File: config.mk
export PLATFORM = sky130hd
export DESIGN_NAME = aurora_init_seq
export DESIGN_NICKNAME = d
export VERILOG_FILES = /design/src/rtl/aurora_init_pkg.sv /design/src/rtl/aurora_init_ch.sv /design/src/rtl/aurora_init_seq.sv
export SDC_FILE = /design/constraint.sdc
export NUM_CORES = 1
export LEC_CHECK = 0
export ABC_AREA = 1
export CELL_PAD_IN_SITES_DETAIL_PLACEMENT = 1
export CELL_PAD_IN_SITES_GLOBAL_PLACEMENT = 2
export CORE_MARGIN = 5
export CORE_UTILIZATION = 31
export DETAILED_ROUTE_END_ITERATION = 16
export PLACE_DENSITY = 0.84
export REMOVE_ABC_BUFFERS = 1
export SLEW_MARGIN = 20
export SYNTH_ARGS = -nofsm -noshare
export SYNTH_HDL_FRONTEND = slang
export SYNTH_SLANG_ARGS = --single-unit
File: constraint.sdc
create_clock -name init_clk -period 2.7 [get_ports init_clk]
set_input_delay 0.54 -clock init_clk [delete_from_list [all_inputs] [get_ports init_clk]]
set_output_delay 0.54 -clock init_clk [all_outputs]
set_load 0.005 [all_outputs]
File: src/rtl/aurora_init_pkg.sv
// Shared types and default parameter values for the Aurora channel init sequencer.
package aurora_init_pkg;

  typedef enum logic [1:0] {
    StHold   = 2'd0,
    StRelGt  = 2'd1,
    StWaitUp = 2'd2,
    StUp     = 2'd3
  } ch_state_e;

  localparam int unsigned DefNumCh        = 2;
  localparam int unsigned DefRstHoldCyc   = 14;
  localparam int unsigned DefAuroraRstLag = 4;
  localparam int unsigned DefStableCyc    = 8;
  localparam int unsigned DefTimeoutCyc   = 4096;

  function automatic int unsigned max_u(input int unsigned a, input int unsigned b);
    return (a > b) ? a : b;
  endfunction

endpackage

File: src/rtl/aurora_init_ch.sv
// One Aurora channel: channel_up synchroniser, reset-release FSM and counters.
// Optional WAIT_UP watchdog enabled by AURORA_INIT_WATCHDOG_EN.
module aurora_init_ch
  import aurora_init_pkg::*;
#(
  parameter int unsigned RST_HOLD_CYC   = DefRstHoldCyc,
  parameter int unsigned AURORA_RST_LAG = DefAuroraRstLag,
  parameter int unsigned STABLE_CYC     = DefStableCyc,
  parameter int unsigned TIMEOUT_CYC    = DefTimeoutCyc
) (
  input  logic       init_clk,
  input  logic       RST,
  input  logic       channel_up,
  input  logic       reinit,
  output logic       gt_reset,
  output logic       reset_aurora,
  output logic       reset_txrx,
  output logic       is_up,
  output logic [7:0] retry_cnt
);

`ifdef AURORA_INIT_WATCHDOG_EN
  localparam int unsigned CntMax = max_u(max_u(RST_HOLD_CYC, AURORA_RST_LAG), TIMEOUT_CYC);
`else
  localparam int unsigned CntMax = max_u(RST_HOLD_CYC, AURORA_RST_LAG);
`endif
  localparam int unsigned CntW  = $clog2(CntMax + 1);
  localparam int unsigned StabW = $clog2(STABLE_CYC + 1);

  logic            sync1_q = 1'b0;
  logic            sync2_q = 1'b0;
  ch_state_e       state_q = StHold;
  ch_state_e       state_d;
  logic [CntW-1:0]  cnt_q = '0;
  logic [CntW-1:0]  cnt_d;
  logic [StabW-1:0] stab_q = '0;
  logic [StabW-1:0] stab_d;
  logic            wd_expire;

  always_ff @(posedge init_clk) begin
    if (RST) begin
      sync1_q <= 1'b0;
      sync2_q <= 1'b0;
      state_q <= StHold;
      cnt_q   <= '0;
      stab_q  <= '0;
    end else begin
      sync1_q <= channel_up;
      sync2_q <= sync1_q;
      state_q <= state_d;
      cnt_q   <= cnt_d;
      stab_q  <= stab_d;
    end
  end

  always_comb begin
    state_d   = state_q;
    cnt_d     = cnt_q;
    stab_d    = '0;
    wd_expire = 1'b0;
    unique case (state_q)
      StHold: begin
        if (cnt_q == CntW'(RST_HOLD_CYC - 1)) state_d = StRelGt;
        else cnt_d = cnt_q + CntW'(1);
      end
      StRelGt: begin
        if (cnt_q == CntW'(AURORA_RST_LAG - 1)) state_d = StWaitUp;
        else cnt_d = cnt_q + CntW'(1);
      end
      StWaitUp: begin
        // A low sample leaves stab_d at its default of zero.
        if (sync2_q) begin
          if (stab_q == StabW'(STABLE_CYC - 1)) state_d = StUp;
          else stab_d = stab_q + StabW'(1);
        end
`ifdef AURORA_INIT_WATCHDOG_EN
        if (state_d == StWaitUp) begin
          if (cnt_q == CntW'(TIMEOUT_CYC - 1)) begin
            state_d   = StHold;
            wd_expire = 1'b1;
          end else begin
            cnt_d = cnt_q + CntW'(1);
          end
        end
`endif
      end
      StUp: begin
        if (!sync2_q) state_d = StWaitUp;
      end
      default: state_d = StHold;
    endcase

    if (reinit) begin
      state_d   = StHold;
      wd_expire = 1'b0;
    end
    if (reinit || (state_d != state_q)) begin
      cnt_d  = '0;
      stab_d = '0;
    end
  end

  assign gt_reset     = (state_q == StHold);
  assign reset_aurora = (state_q == StHold) || (state_q == StRelGt);
  assign reset_txrx   = (state_q != StUp);
  assign is_up        = (state_q == StUp);

`ifdef AURORA_INIT_WATCHDOG_EN
  logic [7:0] retry_q = '0;

  always_ff @(posedge init_clk) begin
    if (RST) begin
      retry_q <= '0;
    end else if (wd_expire && (retry_q != 8'hFF)) begin
      retry_q <= retry_q + 8'd1;
    end
  end

  assign retry_cnt = retry_q;
`else
  logic unused_wd;
  assign unused_wd = wd_expire ^ (^TIMEOUT_CYC);
  assign retry_cnt = '0;
`endif

endmodule

File: src/rtl/aurora_init_seq.sv
// Multi-channel Aurora init sequencer: one aurora_init_ch per channel plus link_ok.
// Watchdog retries enabled by defining AURORA_INIT_WATCHDOG_EN.
module aurora_init_seq
  import aurora_init_pkg::*;
#(
  parameter int unsigned NUM_CH         = DefNumCh,
  parameter int unsigned RST_HOLD_CYC   = DefRstHoldCyc,
  parameter int unsigned AURORA_RST_LAG = DefAuroraRstLag,
  parameter int unsigned STABLE_CYC     = DefStableCyc,
  parameter int unsigned TIMEOUT_CYC    = DefTimeoutCyc
) (
  input  logic                  init_clk,
  input  logic                  RST,
  input  logic [NUM_CH-1:0]     channel_up,
  input  logic [NUM_CH-1:0]     reinit,
  output logic [NUM_CH-1:0]     gt_reset,
  output logic [NUM_CH-1:0]     reset_aurora,
  output logic [NUM_CH-1:0]     reset_txrx,
  output logic                  link_ok,
  output logic [8*NUM_CH-1:0]   retry_cnt
);

  logic [NUM_CH-1:0] ch_up;
  logic              link_ok_q = 1'b0;

  for (genvar i = 0; i < NUM_CH; i++) begin : g_ch
    aurora_init_ch #(
      .RST_HOLD_CYC   (RST_HOLD_CYC),
      .AURORA_RST_LAG (AURORA_RST_LAG),
      .STABLE_CYC     (STABLE_CYC),
      .TIMEOUT_CYC    (TIMEOUT_CYC)
    ) u_ch (
      .init_clk     (init_clk),
      .RST          (RST),
      .channel_up   (channel_up[i]),
      .reinit       (reinit[i]),
      .gt_reset     (gt_reset[i]),
      .reset_aurora (reset_aurora[i]),
      .reset_txrx   (reset_txrx[i]),
      .is_up        (ch_up[i]),
      .retry_cnt    (retry_cnt[8*i +: 8])
    );
  end

  always_ff @(posedge init_clk) begin
    if (RST) link_ok_q <= 1'b0;
    else     link_ok_q <= &ch_up;
  end

  assign link_ok = link_ok_q;

endmodule

== Word-level counts from Yosys, hierarchy flattened ==
Cells that the tools add are included.

* Input bits: 6
* Logic and storage cells: 74
* Memory bits (read-only): 0
* Memories kept: 0
* Output and inout port bits: 23
* Flip-flop bits (word level): 25
* Bits in latches: 0
* Bits in writable memories: 0

* Equal/unequal tests: 20
* Shift-type cells: 0
* Divide/modulo/power cells: 0
* Reductions and logical operators: 15
* Bitwise operators: 4
* Magnitude comparators: 0
* Multipliers: 0
* Add/subtract/negate cells: 4
* Muxes and demuxes: 20

{| class="wikitable"
|+ Operator list
! operator !! number
|-
| $mux 2 || 12
|-
| $add 4x1->4 const B || 4
|-
| $mux 4 || 4
|-
| $pmux 2 s4 || 2
|-
| $pmux 4 s2 || 2
|-
| $ne 2x2->1 const B || 6
|-
| $reduce_or 5->1 || 2
|-
| $eq 2x2->1 const B || 4
|-
| $eq 4x2->1 const B || 2
|-
| $eq 4x3->1 const B || 2
|-
| $eq 4x4->1 const B || 2
|-
| $reduce_and 3->1 || 2
|-
| $eq 2x1->1 const B || 2
|-
| $logic_not 2->1 || 2
|-
| $logic_or 1x1->1 || 4
|-
| $ne 2x2->1 || 2
|-
| $not 1->1 || 4
|-
| $reduce_bool 2->1 || 2
|-
| $reduce_or 2->1 || 2
|-
| $reduce_and 2->1 || 1
|}

== Logic depth before layout (Yosys ltp) ==
* Depth in word-level cells: 8
* Mapped depth: 9
* Gate-level depth less buffers: 9

== Cells and area by module ==
Synthesis repeated with hierarchy kept, for this count alone.

* Cells, all modules: 175
* Area, all modules: 1321.3 um^2

{| class="wikitable"
|+ By module, submodules not included
! module !! seq. area each (um^2) !! instances !! area an instance (um^2) !! cells an instance
|-
| aurora_init_ch || 240.2 || 2 || 645.6 || 86
|-
| aurora_init_seq || 20.0 || 1 || 30.0 || 3
|}

== Worst setup path after synthesis ==
Ideal clock, no wire load.

* Kind: register -> register
* Start point: reg g_ch[0].u_ch.cnt_q[1]
* End point: reg g_ch[0].u_ch.cnt_q[1]
* Setup time: 66 ps
* Path buffers: 0
* Slack: 1394 ps
* Arrival time: 1240 ps
* Stages on the path, launching flop included: 9
* Required time: 2634 ps
* Clock period less this slack: 1306 ps
* Path through: dfxtp_1 -> inv_1 -> ha_1 -> nand3_1 -> nor2_1 -> nor2_2 -> inv_2 -> or2_1 -> a21oi_2

* Word-level cells in the longest chain between the ends: 7
* Elaborated cells between the ends (all ways): 16
* Those cells by class: add/sub: 1; eq/ne: 5; mux: 7; reduce/logical: 3

{| class="wikitable"
|+ Ends and longest elaborated chain
! what !! RTL line !! text
|-
| start, declared || aurora_init_ch.sv:34 || <nowiki>logic [CntW-1:0] cnt_q = '0;</nowiki>
|-
| start signal, assigned || aurora_init_ch.sv:51 || <nowiki>cnt_q <= cnt_d;</nowiki>
|-
| $eq 4x2->1 or $eq 4x4->1 (tied branches) || aurora_init_ch.sv:67, aurora_init_ch.sv:63 ||
|-
| $mux 2 (on tied branches) || aurora_init_ch.sv:67, aurora_init_ch.sv:63 ||
|-
| $pmux 2 s4 || aurora_init_ch.sv:61 || <nowiki>unique case (state_q)</nowiki>
|-
| $mux 2 || aurora_init_ch.sv:93 || <nowiki>if (reinit) begin</nowiki>
|-
| $ne 2x2->1 || aurora_init_ch.sv:97 || <nowiki>if (reinit || (state_d != state_q)) begin</nowiki>
|-
| $logic_or 1x1->1 || aurora_init_ch.sv:97 ||
|-
| $reduce_or 2->1 (no source line) || - ||
|}

Parallel ways exist; a longest one is shown, timed or not. The select of a mux whose other input is x is not followed.
A chain may end at the register's enable or synchronous reset.

== Worst setup path after layout ==
* Start point: reg g_ch[1].u_ch.state_q[0]
* End point: out gt_reset[1]

* Word-level cells in the longest chain between the ends: 1

{| class="wikitable"
|+ Ends and longest elaborated chain
! what !! RTL line !! text
|-
| start, declared || aurora_init_ch.sv:32 || <nowiki>ch_state_e state_q = StHold;</nowiki>
|-
| start signal, assigned || aurora_init_ch.sv:44 || <nowiki>state_q <= StHold;</nowiki>
|-
| start signal, assigned || aurora_init_ch.sv:50 || <nowiki>state_q <= state_d;</nowiki>
|-
| $logic_not 2->1 || aurora_init_ch.sv:103 || <nowiki>assign gt_reset = (state_q == StHold);</nowiki>
|-
| end, declared || aurora_init_seq.sv:16 || <nowiki>output logic [NUM_CH-1:0] gt_reset,</nowiki>
|}

No other way between the ends.

==> metrics.txt <==
worst setup margin 0.710 ns; DR pass1 iterations 2; Leakage 0.000628 µW; first-pass GRT wire length 4.46 mm; met2 layer usage reported by global route 15.4%; aggregate global routing overflow 0; Setup Fix Bufs, Post-CTS 0; HP Start g_ch[0].u_ch.sync1_q$_SDFF_PP0_; top cell type's share of synthesized area 35.8%; Site Rows 24; Placed Area 1470 µm²; Max rail drop VDD 0.209 mV; Area Overhead vs Synth 8.69%; WL per Instance 10.4 µm; WS Path Type flop to primary output; number of library cell types mapped by synthesis 25; R2R Path End g_ch[0].u_ch.cnt_q[1]$_SDFFE_PP0P_; Root Buffer Master clkbuf_8; initial antenna violation count 0; FF-to-FF Start g_ch[0].u_ch.cnt_q[1]$_SDFFE_PP0P_; post-placement cell count about 230; pre-CTS setup slack 0.824 ns; clk_skew 0.0128 ns; vias per inst about 4.3; CP Launch Type flop; Yosys reg bits 25; min Tclk post-route 1.99 ns; Post-synth EDFFs 0; sum of negative setup slack 0 ns; IO Port Bufs 12; number of hold buffers added after cts 0; Critical Path RT 2.16 ns; Skew-Pair Late Insertion Delay 0.28 ns; Worst setup EP type primary output; core area 4350 µm²; CTS H-tree lvls 1; Slew Limit Fails 0; Max stage delay on crit path 0.55 ns; Die W 77.1 µm; synthesized cell area 1400 µm²; slowest CP cell clkdlybuf4s50_1; ant diodes 0; number of global-route vias before repair ~1,000; die footprint 5950 µm²; largest net degree at the start of global routing 16; Post-layout nets 199; PnR Total Power roughly 650 µW; Top Ports 29; min-delay worst type flop to flop; status finished clean; Critical Path AT 1.45 ns; clock buffer count from CTS 3; Max-cap violations 0; CTS tree built; fraction of layout cells with a size suffix above 1 14.5%; final instance area 1520 µm²; via count 1,020; pwr/cell area 427 nW/µm²; global routing met3 resource utilization 1.64%; CP Cell Sequence nor2_1 -> clkdlybuf4s50_1; Vert. Die Dim 77.1 µm; Reg2Reg Setup Slack 1.22 ns; number of DRC markers in iteration 0 16; Clock Pin Slew Worst Setup and Hold Paths around 0.10 ns; cells after synthesis 178; Bufs on Longest Clock Path 2; Fin. Hold Viols 0; Critical path origin g_ch[1].u_ch.state_q[0]$_SDFF_PP0_; Most Crowded Layer GR met2; Finished Layout Cells 238; final setup vio count 0; part of the cycle the worst path needs 73.7%; Reg2Reg Depth 8; CP Max Fanout 6; Achievable Freq 503 MHz; clock sinks 25; Yosys top cell by area dfxtp_1; Final Wtd Congestion 0.725; RSZ-0062 raised after global routing no; Yosys Warn Count 0; post_cts resized 0; synth cell count leaders nor2_1 (26), dfxtp_1 (25), nand2_1 (23); mean post-synth cell area 7.84 µm²; Routed Antenna Nets 0; most numerous cell in the Yosys netlist nor2_1; final WL 2.48 mm; asr flop ratio synth 0%; Initial Utilization 32.1%; post-synthesis sequential area ratio 35.8%; DR DRC count 0; HPWL after DPL ~2.1 mm; end of the worst hold path g_ch[0].u_ch.sync2_q$_SDFF_PP0_; total track usage 8.92%; prevailing post-synth register cell dfxtp_1; met1 Use GR between 10% and 20%; Min-Delay Path Depth 2; largest cells by area after synthesis dfxtp_1 (36%), buf_4 (12%), nor2_1 (7.0%)
-- metrics by stage --
step | hold WS (ns) | utilization (%)
2_1_floorplan | 0.388 | -
3_3_place_gp | 0.395 | 33.7
3_5_place_dp | 0.400 | 33.7
4_1_cts | 0.418 | 34.9
5_1_grt | 0.428 | 34.9
6_report | 0.414 | 34.9
-- cells by family (layout without fill, tap and decap cells) --
logic type,Yosys count,after routing,share of synthesized area [%]
simple gates,77,77,28.2
fa+ha+maj,6,6,5.38
other cells,1,16,0.269
buf+inv,47,40,18.5
xor+xnor,6,6,3.76
compound gates,16,16,7.97
flops,25,25,35.8
-- final cells by class --
cell class / count / area, µm²
Clock inverter: 1 / 7.51
Tap cell: 52 / 65.1
Timing Repair Buffer: 12 / 120
Sequential cell: 25 / 500
Fill cell: 533 / 2840
Clock buffer: 3 / 41.3
Multi-Input combinational cell: 121 / 693
Inverter: 24 / 90.1
-- where the power goes --
| group | internal [µW] | switching (µW) |
|---|---|---|
| Combinational | 14.9 | 20.2 |
| Sequential | 374 | 4.21 |
| Clock | 105 | 130 |
| Total | 494 | 154 |
-- state kept, by name, summed over array words and instances, names as in the netlist --
signal,count
g_ch.u_ch.cnt_q,8
g_ch.u_ch.stab_q,8
g_ch.u_ch.state_q,4
g_ch.u_ch.sync1_q,2
g_ch.u_ch.sync2_q,2
link_ok,1
-- how the worst max path moves through the flow --
stage / endpoint / slack, ns / depth (start not counted)
after global placement: g_ch[0].u_ch.stab_q[0]$_SDFF_PP0_ / 0.83 / 6
after floorplan: g_ch[0].u_ch.cnt_q[1]$_SDFFE_PP0P_ / 1.39 / 8
after CTS: gt_reset[1] / 0.72 / 2
final: gt_reset[1] / 0.71 / 2
after detailed placement: g_ch[0].u_ch.cnt_q[3]$_SDFFE_PP0P_ / 0.82 / 6
after global routing: gt_reset[1] / 0.68 / 2
-- routing by layer --
| layer | vias up | share of wire, % |
|---|---|---|
| met5 | - | 0 |
| met4 | 0 | 0.97 |
| met3 | 2 | 3.5 |
| met2 | 11 | 52 |
| met1 | 480 | 43 |
| li1 | 527 | - |
-- worst max-delay path, delay by kind of cell (launching register included) --
family	cells	cell delay, ns
buffers and inverters	1	0.55
AND/OR/NAND/NOR	1	0.24
flip-flops	1	0.38
-- cell usage in the layout, fill, tap and decap left out, types with 3 or more instances in the layout --
cell type / instances
nor2_1: 26
inv_1: 22
ha_1: 6
dfxtp_1: 25
a21oi_1: 3
clkdlybuf4s50_1: 12
xnor2_1: 4
nand3_2: 4
a21oi_2: 7
nand2_2: 3
nand3_1: 9
conb_1: 16
nand2_1: 23
clkbuf_8: 3
o21ai_0: 4
nor2_2: 4
Note: power is estimated with default switching activity, not from simulation.
